### config.mk
export PLATFORM = sky130hd
export DESIGN_NAME = envelope_shaper
export DESIGN_NICKNAME = d
export VERILOG_FILES = /design/src/rtl/envelope_shaper_pkg.sv /design/src/rtl/tick_divider.sv /design/src/rtl/envelope_shaper.sv
export SDC_FILE = /design/constraint.sdc
export NUM_CORES = 1
export LEC_CHECK = 0
export ABC_AREA = 1
export BUFFER_PORTS_ARGS = -buffer_cell sky130_fd_sc_hd__buf_2
export CORE_ASPECT_RATIO = 1.75
export CORE_MARGIN = 2
export CORE_UTILIZATION = 45
export DETAILED_ROUTE_END_ITERATION = 6
export PLACE_DENSITY = 0.68
export SYNTH_ARGS = -nofsm -noshare
export SYNTH_HDL_FRONTEND = slang
export SYNTH_SLANG_ARGS = --single-unit
### constraint.sdc
create_clock -name clk -period 5.3 [get_ports clk]
set_input_delay 1.06 -clock clk [delete_from_list [all_inputs] [get_ports clk]]
set_output_delay 1.06 -clock clk [all_outputs]
set_load 0.005 [all_outputs]
### src/rtl/envelope_shaper_pkg.sv
// rtl/envelope_shaper_pkg.sv - shared ADSR state encodings for the envelope shaper
package envelope_shaper_pkg;

  localparam int STATE_W = 3;

  typedef enum logic [STATE_W-1:0] {
    ENV_IDLE    = 3'd0,
    ENV_ATTACK  = 3'd1,
    ENV_DECAY   = 3'd2,
    ENV_SUSTAIN = 3'd3,
    ENV_RELEASE = 3'd4
  } env_state_e;

endpackage

### src/rtl/tick_divider.sv
// rtl/tick_divider.sv - free-running divider producing a one-clk tick every tick_div clks
module tick_divider #(
  parameter int tick_div = 256
) (
  input  logic clk,
  input  logic reset,
  output logic tick
);

  localparam int CW = (tick_div > 2) ? $clog2(tick_div) : 1;

  logic [CW-1:0] cnt_q;
  logic [CW-1:0] cnt_d;

  assign tick = (cnt_q == CW'(tick_div - 1));

  // wrap to zero on the terminal count, otherwise count up
  always_comb begin
    cnt_d = cnt_q + CW'(1);
    if (tick) begin
      cnt_d = '0;
    end
  end

  // counter register
  always_ff @(posedge clk or negedge reset) begin
    if (!reset) begin
      cnt_q <= '0;
    end else begin
      cnt_q <= cnt_d;
    end
  end

endmodule

### src/rtl/envelope_shaper.sv
// rtl/envelope_shaper.sv - ADSR envelope generator scaling square wave samples
module envelope_shaper #(
  parameter int resolution_bits = 8,
  parameter int env_bits        = 8,
  parameter int tick_div        = 256
) (
  input  logic                       clk,
  input  logic                       reset,
  input  logic [resolution_bits-1:0] sample_in,
  input  logic                       gate,
  input  logic [env_bits-1:0]        attack_step,
  input  logic [env_bits-1:0]        decay_step,
  input  logic [env_bits-1:0]        sustain_level,
  input  logic [env_bits-1:0]        release_step,
  output logic [resolution_bits-1:0] sample_out,
  output logic [env_bits-1:0]        env_level,
  output logic [2:0]                 env_state,
  output logic                       busy
);

  import envelope_shaper_pkg::*;

  localparam int PW = resolution_bits + env_bits;
  localparam logic [env_bits:0] MAX_W = {1'b0, {env_bits{1'b1}}};

  logic                       env_tick;
  logic                       gate_q;
  logic                       gate_d;
  logic                       rise;
  logic                       fall;
  env_state_e                 state_q;
  env_state_e                 state_d;
  logic [env_bits-1:0]        level_q;
  logic [env_bits-1:0]        level_d;
  logic                       busy_q;
  logic                       busy_d;
  logic [resolution_bits-1:0] sample_out_q;
  logic [resolution_bits-1:0] sample_out_d;
  logic [env_bits:0]          sum_w;
  logic [env_bits:0]          dec_w;
  logic [env_bits:0]          rel_w;
  logic [PW-1:0]              prod_w;

  tick_divider #(
    .tick_div(tick_div)
  ) u_tick_divider (
    .clk  (clk),
    .reset(reset),
    .tick (env_tick)
  );

  assign gate_d = gate;
  assign rise   = gate & ~gate_q;
  assign fall   = ~gate & gate_q;

  // next state and level; gate edges take priority over tick-driven moves
  always_comb begin
    state_d = state_q;
    level_d = level_q;
    sum_w   = {1'b0, level_q} + {1'b0, attack_step};
    dec_w   = {1'b0, level_q} - {1'b0, decay_step};
    rel_w   = {1'b0, level_q} - {1'b0, release_step};
    case (state_q)
      ENV_IDLE: begin
        level_d = '0;
        if (rise) begin
          state_d = ENV_ATTACK;
        end
      end
      ENV_ATTACK: begin
        if (fall) begin
          state_d = ENV_RELEASE;
        end else if (env_tick && (attack_step != '0)) begin
          if (sum_w >= MAX_W) begin
            level_d = '1;
            state_d = ENV_DECAY;
          end else begin
            level_d = sum_w[env_bits-1:0];
          end
        end
      end
      ENV_DECAY: begin
        if (fall) begin
          state_d = ENV_RELEASE;
        end else if (env_tick) begin
          if (level_q <= sustain_level) begin
            level_d = sustain_level;
            state_d = ENV_SUSTAIN;
          end else if (decay_step != '0) begin
            if (dec_w[env_bits] || (dec_w[env_bits-1:0] <= sustain_level)) begin
              level_d = sustain_level;
              state_d = ENV_SUSTAIN;
            end else begin
              level_d = dec_w[env_bits-1:0];
            end
          end
        end
      end
      ENV_SUSTAIN: begin
        if (fall) begin
          state_d = ENV_RELEASE;
        end else if (env_tick) begin
          level_d = sustain_level;
        end
      end
      ENV_RELEASE: begin
        if (rise) begin
          state_d = ENV_ATTACK;
        end else if (env_tick && (release_step != '0)) begin
          if (rel_w[env_bits] || (rel_w == '0)) begin
            level_d = '0;
            state_d = ENV_IDLE;
          end else begin
            level_d = rel_w[env_bits-1:0];
          end
        end
      end
      default: begin
        state_d = ENV_IDLE;
        level_d = '0;
      end
    endcase
    busy_d = (state_d != ENV_IDLE);
  end

  // scale the incoming sample by the current level, keeping the top bits
  always_comb begin
    prod_w       = {{env_bits{1'b0}}, sample_in} * {{resolution_bits{1'b0}}, level_q};
    sample_out_d = resolution_bits'(prod_w >> env_bits);
  end

  // state, level, gate history and output registers
  always_ff @(posedge clk or negedge reset) begin
    if (!reset) begin
      state_q      <= ENV_IDLE;
      level_q      <= '0;
      gate_q       <= 1'b0;
      busy_q       <= 1'b0;
      sample_out_q <= '0;
    end else begin
      state_q      <= state_d;
      level_q      <= level_d;
      gate_q       <= gate_d;
      busy_q       <= busy_d;
      sample_out_q <= sample_out_d;
    end
  end

  assign sample_out = sample_out_q;
  assign env_level  = level_q;
  assign env_state  = state_q;
  assign busy       = busy_q;

endmodule
### Yosys cells after proc, flatten, opt, wreduce, memory -nomap -nowiden

Cells that the tools add are included.
Widths: inputs -> output; s select.

* bitwise operators: 4
* add/subtract/negate cells: 4
* multiplexer cells: 29
* equality and inequality tests: 14
* reductions and logical operators: 11
* order comparisons: 3
* multiply operators: 1

Operator list (number)
* $mux 8: 14
* $mux 3: 13
* $pmux 8 s4: 1
* $reduce_bool 8->1: 3
* $sub 8x8->9: 2
* $le 8x8->1: 2
* $mul 8x8->16: 1
* $ne 2x2->1 const B: 8
* $pmux 3 s5: 1
* $add 8x8->9: 1
* $ge 9x8->1 const B: 1
* $logic_not 9->1: 1
* $reduce_and 9->1: 1
* $add 8x1->8 const B: 1
* $eq 8x8->1 const B: 1
* $eq 3x2->1 const B: 2
* $eq 3x1->1 const B: 1
* $eq 3x3->1 const B: 1
* $logic_not 3->1: 1
* $ne 3x3->1 const B: 1
* $reduce_bool 3->1: 1
* $and 1x1->1: 2
* $logic_and 1x1->1: 2
* $logic_or 1x1->1: 2
* $not 1->1: 2

* flip-flop bits (word level): 29
* bits of input ports: 43
* logic and storage cells: 72
* output and inout port bits: 20

### Logic depth before layout (Yosys ltp)

* depth after elaboration: 10
* depth in mapped cells: 25
* gate-level depth less buffers: 23

### By module

Synthesis repeated with hierarchy kept, for this count alone.

* cell total of the unflattened synthesis: 797
* area, all modules: 5323.9 um^2

Modules (own cells, without submodules)
* envelope_shaper: cells an instance 753, seq. area each 525.5 um^2, area each 4952.2 um^2, instances 1
* tick_divider: cells an instance 44, seq. area each 200.2 um^2, area each 371.6 um^2, instances 1

### Worst setup path after synthesis

Ideal clock, no wire load.

* kind: input to register
* from: input port sample_in[2]
* to: register sample_out_q[5], in the netlist sample_out[5]
* data arrival time: 4550 ps
* stages: 17
* data required time: 5184 ps
* path slack: 634 ps
* setup time: 116 ps
* path buffers: 1
* cell sequence: clkbuf_1 nand2_1 fa_1 inv_1 fa_1 fa_1 fa_1 ha_1 a21oi_1 o21ai_0 o21bai_2 nand2_1 nand2_1 nand3_1 nand2_1 nand2_1 nand2_1

* cells in the longest elaborated chain, start to end: 1

RTL lines
* start: declaration: RTL line envelope_shaper.sv:9 `input logic [resolution_bits-1:0] sample_in,`
* $mul 8x8->16: RTL line envelope_shaper.sv:128 `prod_w = {{env_bits{1'b0}}, sample_in} * {{resolution_bits{1'b0}}, level_q};`
* via prod_w[13]: RTL line envelope_shaper.sv:42 `logic [PW-1:0] prod_w;`
* end signal: assignment: RTL line envelope_shaper.sv:145 `sample_out_q <= sample_out_d;`
* end: declaration: RTL line envelope_shaper.sv:37 `logic [resolution_bits-1:0] sample_out_q;`

The timed path passes the listed nets, and every way through them passes these cells.
A chain may end at the register's enable or synchronous reset.

### Worst setup path in the final report

* from: input port sample_in[1]
* to: register sample_out_q[5], in the netlist sample_out[5]

Same word-level chain as after synthesis.

==> flow_results.org <==
** Status
- The flow ran to the end, and the final reports show no timing, DRC or antenna violations.

** Placement
- The count of buffers added on input and output ports is slightly above 60.
- Worst slack at placement :: between 400 and 500 ps
- HPWL after detailed placement :: about 12 mm
- Gp weighted congestion :: 1.01

** Worst setup path
- Type of the worst setup path :: input port to flip-flop
- Crit-path cells :: buf_2 -> nand2_1 -> fa_1 -> inv_1 -> fa_1 -> fa_1 -> fa_1 -> ha_1 -> a21oi_1 -> o21ai_0 -> o21bai_2 -> nand2_1 -> nand2_1 -> nand3_1 -> nand2_1 -> nand2_1 -> nand2_1
- Crit-path slowest cell :: sky130_fd_sc_hd__fa_1
- In this run the critical register-to-register path is launched from env_level[2].
- STA classifies the critical path startpoint as an input port.
- Along the worst path, the maximum fanout reaches 7.
- The critical path contains buffers and inverters numbering 2 combined.
- The kind of cell with the highest combined delay along the critical path is adder cells.
- STA classifies the critical path endpoint as a flip-flop.
- Counting stages on the worst path, the most repeated cell is sky130_fd_sc_hd__nand2_1.
- CP required :: around 5500 ps
- CP Launch Point :: sample_in[1]
- STA puts the critical path data arrival time at ~4700 ps.
- The largest single stage delay on the critical path is 550 ps.

** Die
- Starting utilization of the core area :: 0.456
- Total number of placement rows :: 53
- The die is approximately 87 µm wide.
- The die covers between 0.01 and 0.015 mm².
- Vertical extent of the die :: between 100 and 150 µm
- 63 I/O pins were placed.
- Floorplan Core Area :: ~0.012 mm²

** Min path
- The startpoint identified for the worst hold timing path is u_tick_divider.cnt_q[0].
- The path class of the tightest hold or removal check is flip-flop to flip-flop.

** GRT
- Entering global routing, the biggest net connects 30 pins.
- Gr ovfl total :: 0
- The number of antenna violations at the first check in global routing came to 0.
- The first global-routing pass estimated ~23 mm of wire.
- Vias in the first global route :: 5221
- Across every metal layer, demand over resource in global routing totals 0.230.

** Route
- For this run, design rule violations remaining after detail routing come to 0.
- Signal routing reaches up to met4.
- In the routed layout, each cell is associated on average with a via count of between 5 and 6.
- Routed length on met2 :: ~8 mm
- Routed wire length per instance :: about 14 µm
- Drt initial violations :: ~140
- Number of antenna-violating nets in the routed design :: 0
- Via count :: 5072
- After detailed routing, the met3 layer carries approximately 440 µm of wire.
- WL met1 :: ~5.0 mm
- The final layout contains routed wiring with a total length of roughly 14 mm.
- The first detailed-routing pass ran for 6 iterations.

** Synth
- Total of flip-flops plus latches after synthesis :: 29
- Of the total synthesized cell area, the portion taken by XOR and XNOR cells is 0.0275.
- Warning count from the yosys run :: 0
- Of the post-synthesis cell area, the part taken by muxes is 0.
- Avg Synthesized Cell Area :: between 6 and 7 µm²
- Of the total synthesized cell area, the portion taken by full adders, half adders and majority gates is 0.312.
- The share of the Yosys chip area taken by registers is 0.134.
- Post-synthesis share of cell area spent on and, or, nand and nor gates :: 0.316
- Post-synth cell types :: 43
- Post-Syn Instances :: just over 800
- Cell area after technology mapping :: 0.00541 mm²
- Counting every net in the synthesized netlist gives 960.
- The compound-gate portion of the synthesized area is 0.0670.
- Combinational family with the most area after synthesis :: simple AND/OR/NAND/NOR gates

** Final layout
- The layout has between 1000 and 1500 filler cells.
- From synthesis to final layout, the design area changed by 11.3%.
- The net count of the finished layout is between 1000 and 1500.
- Fraction of final layout cells sized beyond drive strength 1 :: 0.139
- Leaving out fill and tap cells, the most frequent cell in the layout is sky130_fd_sc_hd__nand2_1.
- 0 antenna diodes ended up in the layout.
- Commonest cells after routing, fill and taps aside :: sky130_fd_sc_hd__nand2_1, sky130_fd_sc_hd__inv_1, sky130_fd_sc_hd__ha_1
- Registers take 726 µm².
- Multi-input logic area :: slightly below 0.004 mm²

** STA
- In the final timing run, aggregate negative setup slack is 0 ps.
- The worst pin sits at a relative slew slack of 0.494.
- RSZ-0062 raised after global routing :: false
- Clock skew on the completed layout was measured at about 6.3 ps.
- Final number of max-transition violations :: 0
- Final hold viol count :: 0
- The worst path needs 4550 ps of the cycle, external delays included.
- Setup Viol. Count Final :: 0
- For the pin with the worst max-slew slack, the measured transition is about 760 ps.
- Tcrit/Tclk final :: 0.858
- For this run, the top clock speed supported by timing is ~220 MHz.
- After layout, the worst setup slack is approximately 750 ps.

** Clock network
- The cell sitting at the root of the clock tree is a sky130_fd_sc_hd__clkbuf_16.
- H-tree level count :: 2
- Once the clock tree was built, the setup fixing pass inserted 0 buffers.
- Worst-skew pair later-pin latency :: around 280 ps
- In this run, post-CTS repair resized a total of 0 instances.
- The longest clock path from root to sink contains 2 buffers.
- TritonCTS Buffers :: 5
- Clock-pin slew was measured on the worst setup and hold paths at 50 ps.
- TritonCTS built the clock tree.
- Counting every sink on the clock net gives 29.
- Buffers inserted to repair hold after CTS numbered 0.

** Power and ir drop
- Max VDD drop :: roughly 110 µV
- Leakage power :: ~4 nW
- In this run the power density over the cells is approximately 150 mW/mm².

** Flow run
- Max-capacitance violation count :: 0
synth_stat cells:
cell type / count / area, µm²
sky130_fd_sc_hd__nand3_2: 2 / 20.0
sky130_fd_sc_hd__nand3b_1: 4 / 30.0
sky130_fd_sc_hd__nand2_2: 20 / 125
sky130_fd_sc_hd__a31oi_1: 3 / 18.8
sky130_fd_sc_hd__buf_4: 1 / 7.51
sky130_fd_sc_hd__nor2_4: 1 / 11.3
sky130_fd_sc_hd__inv_2: 4 / 15.0
sky130_fd_sc_hd__xnor2_1: 5 / 43.8
sky130_fd_sc_hd__dfrtp_1: 29 / 726
sky130_fd_sc_hd__or2_0: 1 / 6.26
sky130_fd_sc_hd__a21oi_1: 24 / 120
sky130_fd_sc_hd__o32a_1: 1 / 10.0
sky130_fd_sc_hd__nand4_1: 13 / 81.3
sky130_fd_sc_hd__o211ai_1: 1 / 7.51
sky130_fd_sc_hd__nor3_2: 1 / 10.0
sky130_fd_sc_hd__xor2_1: 12 / 105
sky130_fd_sc_hd__o21ai_1: 6 / 30.0
sky130_fd_sc_hd__o21bai_1: 2 / 15.0
sky130_fd_sc_hd__o22ai_1: 1 / 6.26
sky130_fd_sc_hd__nor4_1: 2 / 12.5
sky130_fd_sc_hd__inv_1: 183 / 687
sky130_fd_sc_hd__nand2_1: 222 / 833
sky130_fd_sc_hd__nand3_4: 1 / 17.5
sky130_fd_sc_hd__clkinv_1: 3 / 11.3
sky130_fd_sc_hd__a21o_1: 1 / 7.51
sky130_fd_sc_hd__o21a_1: 2 / 15.0
sky130_fd_sc_hd__a211oi_1: 1 / 7.51
sky130_fd_sc_hd__nor3_1: 3 / 15.0
sky130_fd_sc_hd__nor2_1: 56 / 210
sky130_fd_sc_hd__ha_1: 74 / 926
sky130_fd_sc_hd__fa_1: 38 / 761
sky130_fd_sc_hd__a21oi_2: 4 / 35.0
sky130_fd_sc_hd__o21ai_0: 12 / 60.1
sky130_fd_sc_hd__nand4_2: 1 / 12.5
sky130_fd_sc_hd__a21boi_2: 1 / 11.3
sky130_fd_sc_hd__nor2_2: 6 / 37.5
sky130_fd_sc_hd__o21bai_2: 1 / 11.3
sky130_fd_sc_hd__nand4_4: 1 / 21.3
sky130_fd_sc_hd__clkbuf_1: 13 / 48.8
sky130_fd_sc_hd__nor2_8: 2 / 40.0
sky130_fd_sc_hd__buf_6: 1 / 11.3
sky130_fd_sc_hd__nand3_1: 45 / 225
sky130_fd_sc_hd__a22oi_1: 1 / 7.51
worst reg2reg max path: stages (launching register included):
cell	delay [ps]
sky130_fd_sc_hd__dfrtp_1	770
sky130_fd_sc_hd__nand2_1	160
sky130_fd_sc_hd__fa_1	470
sky130_fd_sc_hd__fa_1	490
sky130_fd_sc_hd__inv_1	50
sky130_fd_sc_hd__fa_1	500
sky130_fd_sc_hd__fa_1	440
sky130_fd_sc_hd__ha_1	330
sky130_fd_sc_hd__a21oi_1	180
sky130_fd_sc_hd__o21ai_0	100
sky130_fd_sc_hd__o21bai_2	210
sky130_fd_sc_hd__nand2_1	70
sky130_fd_sc_hd__nand2_1	100
sky130_fd_sc_hd__nand3_1	130
sky130_fd_sc_hd__nand2_1	60
sky130_fd_sc_hd__nand2_1	50
sky130_fd_sc_hd__nand2_1	40
report_power, final:
| part | leakage, nW | internal, W | switching [W] |
|---|---|---|---|
| combinational | 3.46 | 0.000139 | 0.000232 |
| clock | 0.0799 | 0.000198 | 0.0000957 |
| sequential | 0.383 | 0.000234 | 0.0000173 |
| total | 3.92 | 0.000572 | 0.000345 |
final timing paths:
| check | endpoint | slack [ps] | cells past startpoint |
|---|---|---|---|
| max reg2reg | sample_out[5] | 1010 | 16 |
| min | u_tick_divider.cnt_q[0] | 470 | 1 |
| max | sample_out[5] | 750 | 17 |
| max in group asynchronous | env_level[4] | 4070 | 1 |
| min in group asynchronous | u_tick_divider.cnt_q[3] | 810 | 1 |
| min reg2reg | u_tick_divider.cnt_q[0] | 470 | 1 |
routing by layer:
metal,vias up,global-route usage
li1,2577,-
met1,2355,0.228
met2,104,0.465
met3,36,0.0166
met4,0,0.0992
met5,-,0
flip-flops by register name, indices dropped and copies added (netlist names):
register              cells
busy                      1
env_level                 8
env_state                 3
gate_q                    1
sample_out                8
u_tick_divider.cnt_q      8
cell families after synthesis:
family | count (synthesis)
AND/OR/NAND/NOR | 381
buffers and inverters | 205
adder cells (fa/ha/maj) | 112
AO/OA/AOI/OAI | 61
flip-flops | 29
XOR/XNOR | 17
through the flow:
| stage | power [W] | hold WS, ps | cells | instance area (µm²) | utilization |
|---|---|---|---|---|---|
| final | 0.000917 | 465 | 1002 | 6020 | 0.507 |
| after global routing | 0.000987 | 511 | 1002 | 6020 | 0.507 |
| after CTS | 0.000925 | 466 | 1002 | 6020 | 0.507 |
| after detailed placement | 0.000628 | 459 | 994 | 5870 | 0.494 |
| after global placement | 0.000622 | 455 | 994 | 5870 | 0.494 |
| after floorplan | 0.000514 | 433 | 805 | 5410 | - |
cell type report:
| class | instances | area share |
|---|---|---|
| Sequential cell | 29 | 0.120 |
| Timing Repair Buffer | 67 | 0.0577 |
| Clock buffer | 7 | 0.0253 |
| Inverter | 190 | 0.118 |
| Multi-Input combinational cell | 571 | 0.649 |
| Clock inverter | 1 | 0.000831 |
| Tap cell | 137 | 0.0285 |
(Power assumes the default switching activity.)
